File: config.mk
export PLATFORM = sky130hd
export DESIGN_NAME = nn_weight_update_flat
export DESIGN_NICKNAME = d
export VERILOG_FILES = /design/src/rtl/nn_weight_update_pkg.sv /design/src/rtl/nn_weight_update_if.sv /design/src/rtl/nn_wstream_gen.sv /design/src/rtl/nn_weight_update.sv /design/src/flat_wrapper.sv
export SDC_FILE = /design/constraint.sdc
export NUM_CORES = 1
export LEC_CHECK = 0
export BUFFER_PORTS_ARGS = -buffer_cell sky130_fd_sc_hd__clkbuf_2
export CORE_ASPECT_RATIO = 0.8
export CORE_UTILIZATION = 35
export CTS_CLUSTER_DIAMETER = 40
export CTS_CLUSTER_SIZE = 10
export DETAILED_ROUTE_END_ITERATION = 8
export PLACE_DENSITY = 0.54
export SKIP_LAST_GASP = 1
export SYNTH_ARGS = -nofsm -noshare
export SYNTH_HDL_FRONTEND = slang
export SYNTH_SLANG_ARGS = --single-unit
File: constraint.sdc
create_clock -name CLK -period 4 [get_ports CLK]
set_input_delay 0.8 -clock CLK [delete_from_list [all_inputs] [get_ports CLK]]
set_output_delay 0.8 -clock CLK [all_outputs]
set_load 0.02 [all_outputs]
File: src/rtl/nn_weight_update_pkg.sv
`default_nettype none
// ============================================================================
// Module   : nn_weight_update_pkg
// Brief    : Shared types and constants for the weight-update training stage.
// Revision : 1.0 - initial release
// ============================================================================
package nn_weight_update_pkg;

   typedef enum logic [1:0] {
      IDLE  = 2'd0,
      ACCUM = 2'd1,
      APPLY = 2'd2
   } state_t;

   localparam int c_NB_W_DEF = 8;
   localparam int c_W_MAX    = 2**(c_NB_W_DEF-1) - 1;
   localparam int c_W_MIN    = -c_W_MAX;

   // x^16 + x^14 + x^13 + x^11 + 1, bit 15 is tap 16
   localparam logic [15:0] c_LFSR_TAPS = 16'hB400;

   // Largest magnitude of a symmetric signed range of the given width
   function automatic int sym_limit(input int nb);
      return 2**(nb-1) - 1;
   endfunction

endpackage
`default_nettype wire

File: src/rtl/nn_weight_update_if.sv
`default_nettype none
// ============================================================================
// Module   : nn_weight_update_if
// Brief    : Control, stochastic-input and weight-output bundle of the stage.
// Revision : 1.0 - initial release
// ============================================================================
interface nn_weight_update_if #(
   parameter int NB_W = 8
);
   logic            TRAIN;
   logic            LOAD;
   logic [NB_W-1:0] W_LOAD;
   logic            x;
   logic            zp;
   logic            e_pos;
   logic            e_neg;
   logic [NB_W-1:0] W;
   logic            w_pos;
   logic            w_neg;
   logic            APPLY_STB;

   modport master (
      output TRAIN, LOAD, W_LOAD, x, zp, e_pos, e_neg,
      input  W, w_pos, w_neg, APPLY_STB
   );

   modport slave (
      input  TRAIN, LOAD, W_LOAD, x, zp, e_pos, e_neg,
      output W, w_pos, w_neg, APPLY_STB
   );
endinterface
`default_nettype wire

File: src/rtl/nn_wstream_gen.sv
`default_nettype none
// ============================================================================
// Module   : nn_wstream_gen
// Brief    : LFSR + magnitude comparator regenerating a signed weight as
//            sign-split stochastic bit streams (one cycle latency).
// Revision : 1.0 - initial release
// ============================================================================
module nn_wstream_gen
   import nn_weight_update_pkg::*;
#(
   parameter int          NB_W = 8,
   parameter logic [15:0] SEED = 16'hACE1
) (
   input  logic            CLK,
   input  logic            INIT,
   input  logic [NB_W-1:0] W,
   output logic            w_pos,
   output logic            w_neg
);

   logic [15:0]     r_lfsr;
   logic            r_pos;
   logic            r_neg;
   logic            w_fb;
   logic            w_sign;
   logic [NB_W-2:0] w_mag;
   logic            w_bit;

   assign w_fb   = ^(r_lfsr & c_LFSR_TAPS);
   assign w_sign = W[NB_W-1];
   // W never holds the most-negative code, so |W| always fits NB_W-1 bits
   assign w_mag  = w_sign ? (~W[NB_W-2:0] + 1'b1) : W[NB_W-2:0];
   assign w_bit  = (r_lfsr[NB_W-2:0] < w_mag);

   always_ff @(posedge CLK or posedge INIT) begin
      if (INIT) begin
         r_lfsr <= SEED;
         r_pos  <= 1'b0;
         r_neg  <= 1'b0;
      end else begin
         r_lfsr <= {r_lfsr[14:0], w_fb};
         r_pos  <= w_bit & ~w_sign;
         r_neg  <= w_bit & w_sign;
      end
   end

   assign w_pos = r_pos;
   assign w_neg = r_neg;

endmodule
`default_nettype wire

File: src/rtl/nn_weight_update.sv
`default_nettype none
// ============================================================================
// Module   : nn_weight_update
// Brief    : Epoch-based stochastic gradient accumulator with saturated,
//            scaled update of a signed weight and stochastic re-encoding.
// Revision : 1.0 - initial release
// ============================================================================
module nn_weight_update
   import nn_weight_update_pkg::*;
#(
   parameter int          NB_W      = 8,
   parameter int          NB_ACC    = 10,
   parameter int          EPOCH_LEN = 64,
   parameter int          LR_SHIFT  = 2,
   parameter logic [15:0] SEED      = 16'hACE1
) (
   input  logic           CLK,
   input  logic           INIT,
   nn_weight_update_if.slave bus
);

   localparam int c_NB_SUM  = ((NB_W > NB_ACC) ? NB_W : NB_ACC) + 1;
   localparam int c_NB_CNT  = (EPOCH_LEN > 1) ? $clog2(EPOCH_LEN) : 1;
   localparam int c_W_LIM   = sym_limit(NB_W);
   localparam int c_ACC_LIM = sym_limit(NB_ACC);

   localparam logic signed [c_NB_SUM-1:0] c_W_HI     = c_NB_SUM'(c_W_LIM);
   localparam logic signed [c_NB_SUM-1:0] c_W_LO     = -c_W_HI;
   localparam logic signed [NB_ACC-1:0]   c_ACC_HI   = NB_ACC'(c_ACC_LIM);
   localparam logic signed [NB_ACC-1:0]   c_ACC_LO   = -c_ACC_HI;
   localparam logic [c_NB_CNT-1:0]        c_CNT_LAST = c_NB_CNT'(EPOCH_LEN - 1);
   localparam logic [NB_W-1:0]            c_W_MNEG   = {1'b1, {(NB_W-1){1'b0}}};
   localparam logic [NB_W-1:0]            c_W_NLIM   = {1'b1, {(NB_W-2){1'b0}}, 1'b1};

   state_t                     r_state;
   state_t                     w_state_nxt;
   logic signed [NB_W-1:0]     r_w;
   logic signed [NB_ACC-1:0]   r_acc;
   logic [c_NB_CNT-1:0]        r_cnt;
   logic                       r_apply_stb;

   logic                       w_inc;
   logic                       w_dec;
   logic signed [NB_ACC-1:0]   w_acc_nxt;
   logic signed [NB_ACC-1:0]   w_delta;
   logic signed [c_NB_SUM-1:0] w_sum;
   logic [NB_W-1:0]            w_w_upd;
   logic [NB_W-1:0]            w_w_load;

   assign w_inc = bus.x & bus.zp & bus.e_pos;
   assign w_dec = bus.x & bus.zp & bus.e_neg;

   always_comb begin
      w_acc_nxt = r_acc;
      if (w_inc && !w_dec && (r_acc != c_ACC_HI))
         w_acc_nxt = r_acc + 1'b1;
      else if (w_dec && !w_inc && (r_acc != c_ACC_LO))
         w_acc_nxt = r_acc - 1'b1;
   end

   // Sum is formed one bit wider than either operand so clamping sees no wrap
   assign w_delta = r_acc >>> LR_SHIFT;
   assign w_sum   = {{(c_NB_SUM-NB_W){r_w[NB_W-1]}}, r_w}
                  + {{(c_NB_SUM-NB_ACC){w_delta[NB_ACC-1]}}, w_delta};
   assign w_w_upd = (w_sum > c_W_HI) ? c_W_HI[NB_W-1:0] :
                    (w_sum < c_W_LO) ? c_W_LO[NB_W-1:0] : w_sum[NB_W-1:0];
   assign w_w_load = (bus.W_LOAD == c_W_MNEG) ? c_W_NLIM : bus.W_LOAD;

   always_comb begin
      w_state_nxt = r_state;
      case (r_state)
         IDLE:    if (bus.TRAIN) w_state_nxt = ACCUM;
         ACCUM:   if (!bus.TRAIN)              w_state_nxt = IDLE;
                  else if (r_cnt == c_CNT_LAST) w_state_nxt = APPLY;
         APPLY:   w_state_nxt = bus.TRAIN ? ACCUM : IDLE;
         default: w_state_nxt = IDLE;
      endcase
      if (bus.LOAD) w_state_nxt = IDLE;
   end

   always_ff @(posedge CLK or posedge INIT) begin
      if (INIT) r_state <= IDLE;
      else      r_state <= w_state_nxt;
   end

   always_ff @(posedge CLK or posedge INIT) begin
      if (INIT) begin
         r_w         <= '0;
         r_acc       <= '0;
         r_cnt       <= '0;
         r_apply_stb <= 1'b0;
      end else begin
         r_apply_stb <= 1'b0;
         if (bus.LOAD) begin
            r_w   <= w_w_load;
            r_acc <= '0;
            r_cnt <= '0;
         end else begin
            case (r_state)
               ACCUM: begin
                  if (bus.TRAIN) begin
                     r_acc <= w_acc_nxt;
                     r_cnt <= r_cnt + 1'b1;
                  end else begin
                     r_acc <= '0;
                     r_cnt <= '0;
                  end
               end
               APPLY: begin
                  r_w         <= w_w_upd;
                  r_acc       <= '0;
                  r_cnt       <= '0;
                  r_apply_stb <= 1'b1;
               end
               default: begin
                  r_acc <= '0;
                  r_cnt <= '0;
               end
            endcase
         end
      end
   end

   logic w_pos_s;
   logic w_neg_s;

   nn_wstream_gen #(
      .NB_W (NB_W),
      .SEED (SEED)
   ) u_wstream_gen (
      .CLK   (CLK),
      .INIT  (INIT),
      .W     (r_w),
      .w_pos (w_pos_s),
      .w_neg (w_neg_s)
   );

   assign bus.W         = r_w;
   assign bus.APPLY_STB = r_apply_stb;
   assign bus.w_pos     = w_pos_s;
   assign bus.w_neg     = w_neg_s;

endmodule
`default_nettype wire

File: src/flat_wrapper.sv
// flat-port wrapper written by rule: the top's interface ports become plain ports
module nn_weight_update_flat import nn_weight_update_pkg::*;
#(
   parameter int          NB_W      = 8,
   parameter int          NB_ACC    = 10,
   parameter int          EPOCH_LEN = 64,
   parameter int          LR_SHIFT  = 2,
   parameter logic [15:0] SEED      = 16'hACE1
)
  (CLK, INIT, bus_TRAIN, bus_LOAD, bus_W_LOAD, bus_x, bus_zp, bus_e_pos, bus_e_neg, bus_W, bus_w_pos, bus_w_neg, bus_APPLY_STB);
  nn_weight_update_if #(.NB_W(NB_W)) bus_i ();
  input  logic CLK;
  input  logic INIT;
  input wire logic [$bits(bus_i.TRAIN)-1:0] bus_TRAIN;
  input wire logic [$bits(bus_i.LOAD)-1:0] bus_LOAD;
  input wire logic [$bits(bus_i.W_LOAD)-1:0] bus_W_LOAD;
  input wire logic [$bits(bus_i.x)-1:0] bus_x;
  input wire logic [$bits(bus_i.zp)-1:0] bus_zp;
  input wire logic [$bits(bus_i.e_pos)-1:0] bus_e_pos;
  input wire logic [$bits(bus_i.e_neg)-1:0] bus_e_neg;
  output wire logic [$bits(bus_i.W)-1:0] bus_W;
  output wire logic [$bits(bus_i.w_pos)-1:0] bus_w_pos;
  output wire logic [$bits(bus_i.w_neg)-1:0] bus_w_neg;
  output wire logic [$bits(bus_i.APPLY_STB)-1:0] bus_APPLY_STB;
  assign bus_i.TRAIN = bus_TRAIN;
  assign bus_i.LOAD = bus_LOAD;
  assign bus_i.W_LOAD = bus_W_LOAD;
  assign bus_i.x = bus_x;
  assign bus_i.zp = bus_zp;
  assign bus_i.e_pos = bus_e_pos;
  assign bus_i.e_neg = bus_e_neg;
  assign bus_W = bus_i.W;
  assign bus_w_pos = bus_i.w_pos;
  assign bus_w_neg = bus_i.w_neg;
  assign bus_APPLY_STB = bus_i.APPLY_STB;
  nn_weight_update #(.NB_W(NB_W), .NB_ACC(NB_ACC), .EPOCH_LEN(EPOCH_LEN), .LR_SHIFT(LR_SHIFT), .SEED(SEED)) u_core (.CLK(CLK), .INIT(INIT), .bus(bus_i));
endmodule
==> impl_metrics.ini <==
[grt]
grtUsageTotal_pct = 15.5
grt_antenna_before_repair = 0
overflow = 0
grt_start_max_net_pins = 46
grt_pass1_wl_mm = 10.0
grt_pass1_vias = 2012

[sta]
finalCritPeriodShare_pct = 72.2
max_freq_mhz = 346
skew_ns = 0.00515
rsz0062_at_grt = no
finalCriticalPeriod_ns = 2.89
worst_pin_slew_ns = 0.913
timing.final.hold_violations = 0
finalSetupViolations = 0
relSlewSlack_pct = 39.0
report.final.slew_viol_count = 0
tns_ns = 0
setup_slack_ns = 1.11

[placement]
detailed_place_hpwl_mm = 4.56
placed_area_um2 = 3050
routabilityCongestion = 0.803
dpl_worst_slack_ns = 1.06
port_buffers = 26

[logic_synthesis]
yosysTopAreaCell = dfrtp_1
synth_cell_types = 56
synth_edf_count = 0
synth_area_um2 = 2810
avgSynthCellArea_um2 = 9.90
synth-seq-cells = 45
yosysWarnings = 0
async_flop_share_pct = 100
ys.flop_type = dfrtp_1
synthCells = 284
yosys-top-cells-area = dfrtp_1 (33%), ha_1 (11%), dfstp_2 (7.5%)
synth_top_area_share_pct = 32.9
syn-num-nets = 326
seq_area_frac_synth_pct = 40.4

[pwr]
peakVddDrop_mv = 0.188
power_density_nw_per_um2 = 312
finalPower_mw = 0.986
power_leakage_nw = 1.46

[cts]
cts-root-buf = clkbuf_8
cts_tree = built
cts_resized = 0
cts.sinks = 45
path_clk_slew_ns = 0.09
post_cts_buffers = 0
worstSkewPairLatency_ns = 0.29
htree_levels = 2
numCtsBuffers = 5
cts_buffer_depth = 2
postCtsHoldBufs = 0

[detailed_routing]
wl_per_cell_um = 14.0
num_vias = 2090
antenna_left = 0
drcViolationCount = 0
vias_per_cell = 5.01
drt_wl_total_mm = 5.86
dr.pass1.iters = 4
drt-initial-drc-count = 45

[critical_path]
cp_data_required_time_ns = 4.22
r2r_slack_ns = 1.11
worstPathArrival_ns = 3.11
crit_start = u_core.r_acc[8]$_DFFE_PP0P_
reg2reg_from = u_core.r_acc[8]$_DFFE_PP0P_
cp-end-kind = flip-flop
crit_fanout = 12
crit_path_start_kind = flip-flop
worstSetupPathType = flip-flop to flip-flop

[floorplan]
dieArea_um2 = 8400
die_x_um = 102
initial_core_util_pct = 37.0
core_area_um2 = 7600
row_count = 28
io_pins = 27
die_y_um = 82.2

[final_layout]
drive_gt1_share_pct = 17.3
fin_util_pct = 41.5
antenna_cells = 0
area_growth_syn_to_layout_pct = 12.3
final_area_um2 = 3160
nets = 353

[run]
cap_violations = 0

[worst_hold_path]
hold_path.startpoint = u_core.u_wstream_gen.r_lfsr[14]$_DFF_PP0_
worstHoldPathType = flip-flop to flip-flop

[run_status]
status = completed
==> sequential cells by signal, indices dropped and copies added (netlist names) <==
register / flops
u_core.r_cnt: 6
u_core.u_wstream_gen.r_lfsr: 16
u_core.r_state: 2
u_core.u_wstream_gen.w_pos: 1
u_core.u_wstream_gen.w_neg: 1
u_core.bus.APPLY_STB: 1
u_core.bus.W: 8
u_core.r_acc: 10
==> kinds of logic (layout without fill, tap and decap cells) <==
family | Yosys count | in the layout | share of synthesized area, %
xor+xnor | 25 | 25 | 8.06
buf+inv | 14 | 42 | 2.14
fa+ha+maj | 26 | 26 | 12.1
mux | 7 | 7 | 2.49
flops | 45 | 45 | 40.4
compound gates | 63 | 63 | 15.7
simple gates | 104 | 104 | 19.1
==> worst paths after layout <==
check                      depth (start not counted)                                        end
min reg2reg                                        0  u_core.u_wstream_gen.r_lfsr[15]$_DFF_PP1_
min                                                0  u_core.u_wstream_gen.r_lfsr[15]$_DFF_PP1_
min in group asynchronous                          2  u_core.u_wstream_gen.r_lfsr[12]$_DFF_PP0_
max reg2reg                                        9                u_core.r_acc[8]$_DFFE_PP0P_
max                                                9                u_core.r_acc[8]$_DFFE_PP0P_
max in group asynchronous                          2             u_core.bus.APPLY_STB$_DFF_PP0_
==> area by class of cell <==
class | count | area, µm²
inverters | 7 | 26.3
fillers | 763 | 4440
flip-flops and latches | 45 | 1140
well taps | 105 | 131
clock inverters | 2 | 38.8
multi-input cells | 225 | 1620
repair buffers | 27 | 138
clock buffers | 6 | 72.6
==> synthesized netlist by cell type, types with 4 or more instances <==
cell type / n
a21o_1: 4
and3_1: 5
dfstp_2: 8
nand2_1: 12
mux2i_1: 7
o21ai_0: 10
inv_1: 7
a211oi_1: 6
dfrtp_1: 37
nand3_1: 8
o21ai_1: 5
xnor2_1: 12
nor2_1: 40
clkbuf_1: 6
xor2_1: 12
nor3_1: 8
ha_1: 24
nand2b_1: 6
a21oi_1: 15
==> report_power, final <==
group | switching [mW] | internal (mW)
combinational | 0.0901 | 0.0657
clock | 0.157 | 0.188
sequential | 0.0206 | 0.465
total | 0.267 | 0.719
==> per-layer routing <==
layer / vias to the layer above / routed length (µm) / track usage, %
met1: 994 / 3250 / 23.1
met2: 17 / 2460 / 23.3
met3: 2 / 117 / 2.69
met4: 0 / 23 / 3.57
met5: - / 0 / 0
li1: 1077 / - / -
==> placed cells by master (no fill, tap or decap), types with 4 or more instances in the layout <==
cell	Yosys	routed
nor2_1	40	40
dfrtp_1	37	37
clkbuf_2	0	26
ha_1	24	24
a21oi_1	15	15
xnor2_1	12	12
nand2_1	12	12
xor2_1	12	12
o21ai_0	10	10
nand3_1	8	8
nor3_1	8	8
dfstp_2	8	8
mux2i_1	7	7
inv_1	7	6
nand2b_1	6	6
a211oi_1	6	6
and3_1	5	5
o21ai_1	5	5
clkbuf_8	0	5
a21o_1	4	4
==> worst max-delay path: stages (launching register included) <==
cell	delay [ns]
dfrtp_1	0.49
nand4_1	0.19
o41ai_4	0.69
ha_1	0.41
and3_1	0.20
a221o_1	0.33
nor3_1	0.15
o21bai_1	0.11
xnor2_1	0.12
o21ai_0	0.13
==> stage by stage <==
stage	instances	hold slack [ns]
2_1_floorplan	284	0.331
3_3_place_gp	409	0.335
3_5_place_dp	409	0.339
4_1_cts	417	0.362
5_1_grt	417	0.374
6_report	417	0.358
Power figures use the tool's default switching activity.
